--- src/rtl/alu_bist_if.sv ---
// alu_bist_if: operand/opcode to result/zero link between the BIST controller and the ALU
interface alu_bist_if #(
    parameter int DATA_WIDTH = 32
);
    logic [DATA_WIDTH-1:0] alu_a;
    logic [DATA_WIDTH-1:0] alu_b;
    logic [3:0]            alu_op;
    logic [DATA_WIDTH-1:0] alu_result;
    logic                  alu_zero;
    modport master (output alu_a, alu_b, alu_op, input alu_result, alu_zero);
    modport slave  (input alu_a, alu_b, alu_op, output alu_result, alu_zero);
endinterface

--- src/rtl/alu_bist.sv ---
// alu_bist: drives LFSR operand vectors through AND/OR/ADD/SUB and folds results into a MISR
module alu_bist #(
    parameter int                    DATA_WIDTH  = 32,
    parameter int                    NUM_VECTORS = 64,
    parameter logic [DATA_WIDTH-1:0] SEED_A      = 32'h1,
    parameter logic [DATA_WIDTH-1:0] SEED_B      = 32'hACE1,
    parameter logic [DATA_WIDTH-1:0] POLY        = 32'h04C11DB7,
    parameter logic [DATA_WIDTH-1:0] GOLDEN_SIG  = 32'h0
) (
    input  logic                  clk,
    input  logic                  rst_n,
    input  logic                  start,
    alu_bist_if.master            alu,
    output logic                  busy,
    output logic                  done,
    output logic                  pass,
    output logic [DATA_WIDTH-1:0] signature
);
    localparam int IW = NUM_VECTORS > 1 ? $clog2(NUM_VECTORS) : 1;

    typedef enum logic [1:0] {IDLE, RUN, CHECK, DONE} state_t;

    state_t                state, state_nxt;
    logic [DATA_WIDTH-1:0] lfsr_b;
    logic [IW-1:0]         idx;
    logic                  last_vec, last_op, launch;
    logic [3:0]            next_op;

    function automatic logic [DATA_WIDTH-1:0] step(input logic [DATA_WIDTH-1:0] x);
        return (x << 1) ^ (x[DATA_WIDTH-1] ? POLY : '0);
    endfunction

    assign last_vec = idx == IW'(NUM_VECTORS - 1);
    assign last_op  = alu.alu_op == 4'b0110;
    assign launch   = start && (state == IDLE || state == DONE);
    assign busy     = state == RUN || state == CHECK;
    assign next_op  = alu.alu_op == 4'b0000 ? 4'b0001 :
                      alu.alu_op == 4'b0001 ? 4'b0010 :
                      alu.alu_op == 4'b0010 ? 4'b0110 : 4'b0000;

    always_ff @(posedge clk or negedge rst_n) begin
        if (!rst_n) state <= IDLE;
        else        state <= state_nxt;
    end

    always_comb begin
        state_nxt = state;
        state_nxt = launch         ? RUN   :
                    state == RUN   ? (last_vec && last_op ? CHECK : RUN) :
                    state == CHECK ? DONE  : state;
    end

    // alu_a doubles as the operand-A LFSR; alu_b mirrors A on index 0 so SUB sees a==b
    always_ff @(posedge clk or negedge rst_n) begin
        if (!rst_n) begin
            alu.alu_a  <= '0;
            alu.alu_b  <= '0;
            alu.alu_op <= '0;
            lfsr_b     <= '0;
            idx        <= '0;
            signature  <= '0;
            done       <= 1'b0;
            pass       <= 1'b0;
        end else if (launch) begin
            alu.alu_a  <= SEED_A;
            alu.alu_b  <= SEED_A;
            alu.alu_op <= 4'b0000;
            lfsr_b     <= SEED_B;
            idx        <= '0;
            signature  <= '1;
            done       <= 1'b0;
            pass       <= 1'b0;
        end else if (state == RUN) begin
            signature <= step(signature) ^ alu.alu_result ^ {{(DATA_WIDTH-1){1'b0}}, alu.alu_zero};
            if (!last_vec) begin
                idx       <= idx + IW'(1);
                alu.alu_a <= step(alu.alu_a);
                alu.alu_b <= step(lfsr_b);
                lfsr_b    <= step(lfsr_b);
            end else begin
                idx        <= '0;
                alu.alu_a  <= SEED_A;
                alu.alu_b  <= SEED_A;
                lfsr_b     <= SEED_B;
                alu.alu_op <= next_op;
            end
        end else if (state == CHECK) begin
            pass <= signature == GOLDEN_SIG;
            done <= 1'b1;
        end
    end
endmodule

--- src/flat_wrapper.sv ---
// flat-port wrapper written by rule: the top's interface ports become plain ports
module alu_bist_flat 
#(
    parameter int                    DATA_WIDTH  = 32,
    parameter int                    NUM_VECTORS = 64,
    parameter logic [DATA_WIDTH-1:0] SEED_A      = 32'h1,
    parameter logic [DATA_WIDTH-1:0] SEED_B      = 32'hACE1,
    parameter logic [DATA_WIDTH-1:0] POLY        = 32'h04C11DB7,
    parameter logic [DATA_WIDTH-1:0] GOLDEN_SIG  = 32'h0
)
  (clk, rst_n, start, busy, done, pass, signature, alu_alu_a, alu_alu_b, alu_alu_op, alu_alu_result, alu_alu_zero);
  alu_bist_if #(.DATA_WIDTH(DATA_WIDTH)) alu_i ();
  input  logic clk;
  input  logic rst_n;
  input  logic start;
  output logic busy;
  output logic done;
  output logic pass;
  output logic [DATA_WIDTH-1:0] signature;
  output wire logic [$bits(alu_i.alu_a)-1:0] alu_alu_a;
  output wire logic [$bits(alu_i.alu_b)-1:0] alu_alu_b;
  output wire logic [$bits(alu_i.alu_op)-1:0] alu_alu_op;
  input wire logic [$bits(alu_i.alu_result)-1:0] alu_alu_result;
  input wire logic [$bits(alu_i.alu_zero)-1:0] alu_alu_zero;
  assign alu_alu_a = alu_i.alu_a;
  assign alu_alu_b = alu_i.alu_b;
  assign alu_alu_op = alu_i.alu_op;
  assign alu_i.alu_result = alu_alu_result;
  assign alu_i.alu_zero = alu_alu_zero;
  alu_bist #(.DATA_WIDTH(DATA_WIDTH), .NUM_VECTORS(NUM_VECTORS), .SEED_A(SEED_A), .SEED_B(SEED_B), .POLY(POLY), .GOLDEN_SIG(GOLDEN_SIG)) u_core (.clk(clk), .rst_n(rst_n), .start(start), .alu(alu_i), .busy(busy), .done(done), .pass(pass), .signature(signature));
endmodule
--- config.mk ---
export PLATFORM = sky130hd
export DESIGN_NAME = alu_bist_flat
export DESIGN_NICKNAME = d
export VERILOG_FILES = /design/src/rtl/alu_bist_if.sv /design/src/rtl/alu_bist.sv /design/src/flat_wrapper.sv
export SDC_FILE = /design/constraint.sdc
export NUM_CORES = 1
export LEC_CHECK = 0
export CAP_MARGIN = 20
export CELL_PAD_IN_SITES_DETAIL_PLACEMENT = 0
export CELL_PAD_IN_SITES_GLOBAL_PLACEMENT = 1
export CORE_MARGIN = 5
export CORE_UTILIZATION = 37
export DETAILED_ROUTE_END_ITERATION = 6
export PLACE_DENSITY_LB_ADDON = 0.1
export SETUP_SLACK_MARGIN = 0.3
export SYNTH_ARGS = -nofsm -noshare
export SYNTH_HDL_FRONTEND = slang
export SYNTH_SLANG_ARGS = --single-unit
--- constraint.sdc ---
create_clock -name clk -period 2.3 [get_ports clk]
set_input_delay 0.46 -clock clk [delete_from_list [all_inputs] [get_ports clk]]
set_output_delay 0.46 -clock clk [all_outputs]
set_load 0.05 [all_outputs]
* After elaboration in Yosys (flattened, before gate mapping) *
Index checks and enable logic that the tools add are counted.

cells by class
  eq/ne operators = 8
  bitwise logic cells = 5
  reduce and logical (&&, ||, !) cells = 13
  $add $sub $neg = 1
  muxes and demuxes = 33

operator list
  cell                                            count
  2-to-1 mux 32 bit                               11
  XOR 32 bit                                      4
  2-to-1 mux 27 bit                               3
  zero test 32 bit                                1
  XOR 32 x 1 -> 32 bit                            1
  2-to-1 mux 4 bit                                5
  2-to-1 mux 6 bit                                3
  2-to-1 mux 2 bit                                4
  adder 6 x 1 -> 6 bit (second input constant)    1
  == test 6 bit (second input constant)           1
  2-to-1 mux 1 bit                                6
  nonzero test 2 bit                              3
  == test 2 bit (second input constant)           2
  == test 4 x 1 -> 1 bit (second input constant)  1
  == test 4 x 2 -> 1 bit (second input constant)  1
  == test 4 x 3 -> 1 bit (second input constant)  1
  zero test 4 bit                                 1
  AND reduction 2 bit                             2
  2-to-1 mux 3 bit                                1
  nonzero test 3 bit                              1
  == test 2 x 1 -> 1 bit (second input constant)  1
  logical AND 1 bit                               2
  zero test 2 bit                                 1
  logical OR 1 bit                                2
  != test 2 x 1 -> 1 bit (second input constant)  1

storage, ports and cells
  output and inout port bits = 103
  input bits = 36
  logic and storage cells = 69
  register bits after elaboration = 142

* Depth between registers and ports, before layout *
  depth after elaboration = 7
  mapped depth = 9
  mapped depth without buffers = 6

* Worst setup path after synthesis *
Ideal clock, no wire load.

  path kind = register -> register
  start = register u_core.state[0]
  end = register u_core.idx[5]
  required time = 2,218 ps
  arrival time = 1,753 ps
  stages on the path, launching flop included = 9
  slack = 465 ps
  buffers on the path = 2
  setup time = 82 ps
  path through = dfrtp_1 inv_1 ha_1 and2_1 buf_2 a211oi_2 buf_2 nand2_1 a31oi_1

between the ends
  word-level cells in the longest chain between the ends = 4
  elaborated cells on any way between the ends = 7
  classes of those cells = eq/ne (2); mux (1); reduce/logical (4)

RTL lines
  what                                                           RTL line        text
  from (decl)                                                    alu_bist.sv:23  state_t state, state_nxt;
  from (signal assigned)                                         alu_bist.sv:43  else state <= state_nxt;
  == test 2 bit / zero test 2 bit (equally long branches)        alu_bist.sv:35  assign launch = start && (state == IDLE || state == DONE);
  logical OR 1 bit                                               alu_bist.sv:35
  logical AND 1 bit                                              alu_bist.sv:35
  2-to-1 mux 6 bit / nonzero test 2 bit (equally long branches)  -
  to (signal assigned)                                           alu_bist.sv:76  idx <= idx + IW'(1);
  to (decl)                                                      alu_bist.sv:25  logic [IW-1:0] idx;

Several ways; a longest one is shown, not always the timed one.
A chain may end at the register's enable or synchronous reset.

* Final worst setup path *
  start = register u_core.state[0]
  end = output busy

between the ends
  word-level cells in the longest chain between the ends = 2
  elaborated cells on any way between the ends = 3
  classes of those cells = eq/ne (2); reduce/logical (1)

RTL lines
  what                                                            RTL line            text
  == test 2 x 1 -> 1 bit / == test 2 bit (equally long branches)  alu_bist.sv:36      assign busy = state == RUN || state == CHECK;
  logical OR 1 bit (*)                                            alu_bist.sv:36
  to (decl)                                                       flat_wrapper.sv:16  output logic busy;

Mark *: on every way between the ends. The rest lies on a longest branch, timed or not.

==> metrics <==
outcome=finished clean; crit end category=output port; PortBufs=137; antenna-violating nets left=0; CTS HTree Levels=4; routed vias=between 4,000 and 5,000; hold path depth=2; largest net degree at the start of global routing=66; HPWL after DPL=between 9000 and 10,000 um; most common cell after layout, fill and taps aside=dfrtp_1; Initial DRT Pass Iterations=4; Post-Syn Area per Cell=10.4 um^2; xor-xnor portion of the synthesized cell area=9.92%; Initial Util=between 30% and 40%; Post-synth EDFFs=0; CORE AREA=about 14,000 um^2; GP Congestion=0.792; simple-gate share of the synthesized area=between 10% and 20%; main area contributors after synthesis=dfrtp_1 54%, a22o_1 6.0%, xor2_1 6.0%; Startpoint Class=flop; worst hold path type=reg -> reg; final setup fails=0; Max-cap violations=0; crit path from=u_core.state[0]$_DFFE_PN0P_; first-pass GRT wire length=22,300 um; GRT Total Usage=16.6%; Post-Syn Nets=560; Root Driver=clkbuf_16; vias in the first global route=4,364; Slew headroom=55.4%; unrepaired setup endpoints after global routing=false; Yosys cell types=36; flop2flop setup slack=~0.43 ns; clock latency on the worst-skew pair=0.40 ns; Setup CP Type=reg -> out; Mapped Cells=520; setup tns final=0 ns; pre-CTS setup slack=0.128 ns; post-synthesis mux area share=0%; asr flop ratio synth=100%; worst-path maximum fanout=6; Compound-Gate Fraction of Synth Area=15.3%; share of cells above drive strength 1=roughly 9.0%; number of buffers created by CTS=17; min Tclk post-route=1.90 ns; grt total ovfl=0; initial detailed-routing violation count=189; fmax=0.527 GHz; Hold Fails Final Rpt=0; main combinational cell family by area after synthesis=compound AO/OA/AOI/OAI gates; Area Overhead vs Synth=38.4%; actual slew at the worst max-slew pin=0.670 ns; Final Max Slew Viols=0; post-synth top area share=53.9%; Worst Path Required=1.84 ns; DIE HEIGHT=131 um; sequential area share after synthesis=53.9%; vias per cell=5.00; initial antenna violation count=0; chip width=131 um; Final Skew=0.0129 ns; cell area after synthesis=5390 um^2; Primary FF master, synth=dfrtp_1; CP arrival=around 1.4 ns; Die Area=17,100 um^2; Total Nets Final=672; Ant. Diodes=0; Total Wirelength=13,400 um; Reg2Reg Launch Point=u_core.state[0]$_DFFE_PN0P_; r2r worst-path depth=6; clk sink count=between 100 and 150; CTS clk-pin slew, worst paths=0.05 ns; drt drc=0; number of synthesized register bits=116; most frequent cells in the layout=116 x dfrtp_1, 98 x dlygate4sd2_1, 57 x nor2_1; area leader, netlist=dfrtp_1; CTS tree=built; min-delay src=u_core.alu.alu_b[10]$_DFFE_PN0P_; Top Ports=139; Cell Rows=44; yosys warns=0; Synth Area in Adders=0.929%; routed len/inst=16.1 um; Layout fillers=1,357; final worst setup slack=between 0.4 and 0.5 ns; final critical-path share of the clock period=82.6%; CTS Buffer Depth=2
layer usage:
| layer | GRT usage, % | routed length [um] | vias up |
|---|---|---|---|
| li1 | - | - | 1988 |
| met1 | 22.0 | 6270 | 2026 |
| met2 | 26.3 | 6130 | 121 |
| met3 | 5.57 | 896 | 8 |
| met4 | 4.17 | 80 | 0 |
| met5 | 0 | 0 | - |
kinds of logic (layout without fill, tap and decap cells):
logic type	count (synthesis)	after routing
simple gates	156	156
compound gates	117	117
flops	116	116
buf+inv	65	190
xor+xnor	61	61
fa+ha+maj	4	4
other cells	1	1
final cells by class:
class / count / area, um^2 / area share, %
multi-input combinational: 339 / 2150 / 28.8
tap: 184 / 230 / 3.09
inverter: 4 / 15.0 / 0.201
sequential: 116 / 2900 / 38.9
clock buffer: 23 / 488 / 6.55
clock inverter: 9 / 220 / 2.95
timing repair buffer: 154 / 1450 / 19.4
final timing paths:
check,to
max reg2reg,u_core.alu.alu_a[29]$_DFFE_PN0P_
min,u_core.alu.alu_b[10]$_DFFE_PN0P_
max in group asynchronous,u_core.alu.alu_a[0]$_DFFE_PN0P_
min in group asynchronous,u_core.alu.alu_a[4]$_DFFE_PN0P_
min reg2reg,u_core.alu.alu_b[10]$_DFFE_PN0P_
max,busy
Yosys cell counts (all sizes together) (5+ instances only):
| master | n |
|---|---|
| xor2 | 37 |
| and2 | 15 |
| clkbuf | 20 |
| nor4 | 8 |
| dfrtp | 116 |
| xnor2 | 24 |
| o21ai | 48 |
| nor2 | 58 |
| o22a | 5 |
| a22o | 37 |
| o311ai | 14 |
| nand4 | 5 |
| buf | 41 |
| nand3 | 6 |
| nand2 | 54 |
flip-flops by register name (all words and copies together), names as in the netlist:
signal / flops
u_core.idx: 6
u_core.signature: 32
u_core.alu.alu_b: 7
u_core.pass: 1
u_core.lfsr_b: 32
u_core.alu.alu_a: 32
u_core.state: 2
u_core.done: 1
u_core.alu.alu_op: 3
stage by stage:
| stage | std cells | hold slack (ns) | util (%) | cell area, um^2 |
|---|---|---|---|---|
| finish | 829 | 0.473 | 51.7 | 7450 |
| global route | 829 | 0.510 | 51.7 | 7450 |
| CTS | 829 | 0.479 | 51.6 | 7440 |
| detailed placement | 795 | 0.414 | 47.4 | 6830 |
| global placement | 795 | 0.414 | 47.4 | 6830 |
| floorplan | 520 | 0.164 | - | 5390 |
timing repair:
item,4_1_cts,5_1_grt
pin swaps,0,1
resized for setup,101,2
buffers inserted,1,0
endpoints found under the setup margin,134,27
hold buffers,1,0
endpoints found under the hold margin,28,0
worst max-delay path, cell delays in order, from the launching register on:
cell and delay, ns:
dfrtp_1 0.35, inv_1 0.05, ha_1 0.37, inv_2 0.11
buf_6 0.16
Power is left out: the tool's default activity adds up to more than one toggle a clock period on the data nets, which glitch-free logic cannot reach.
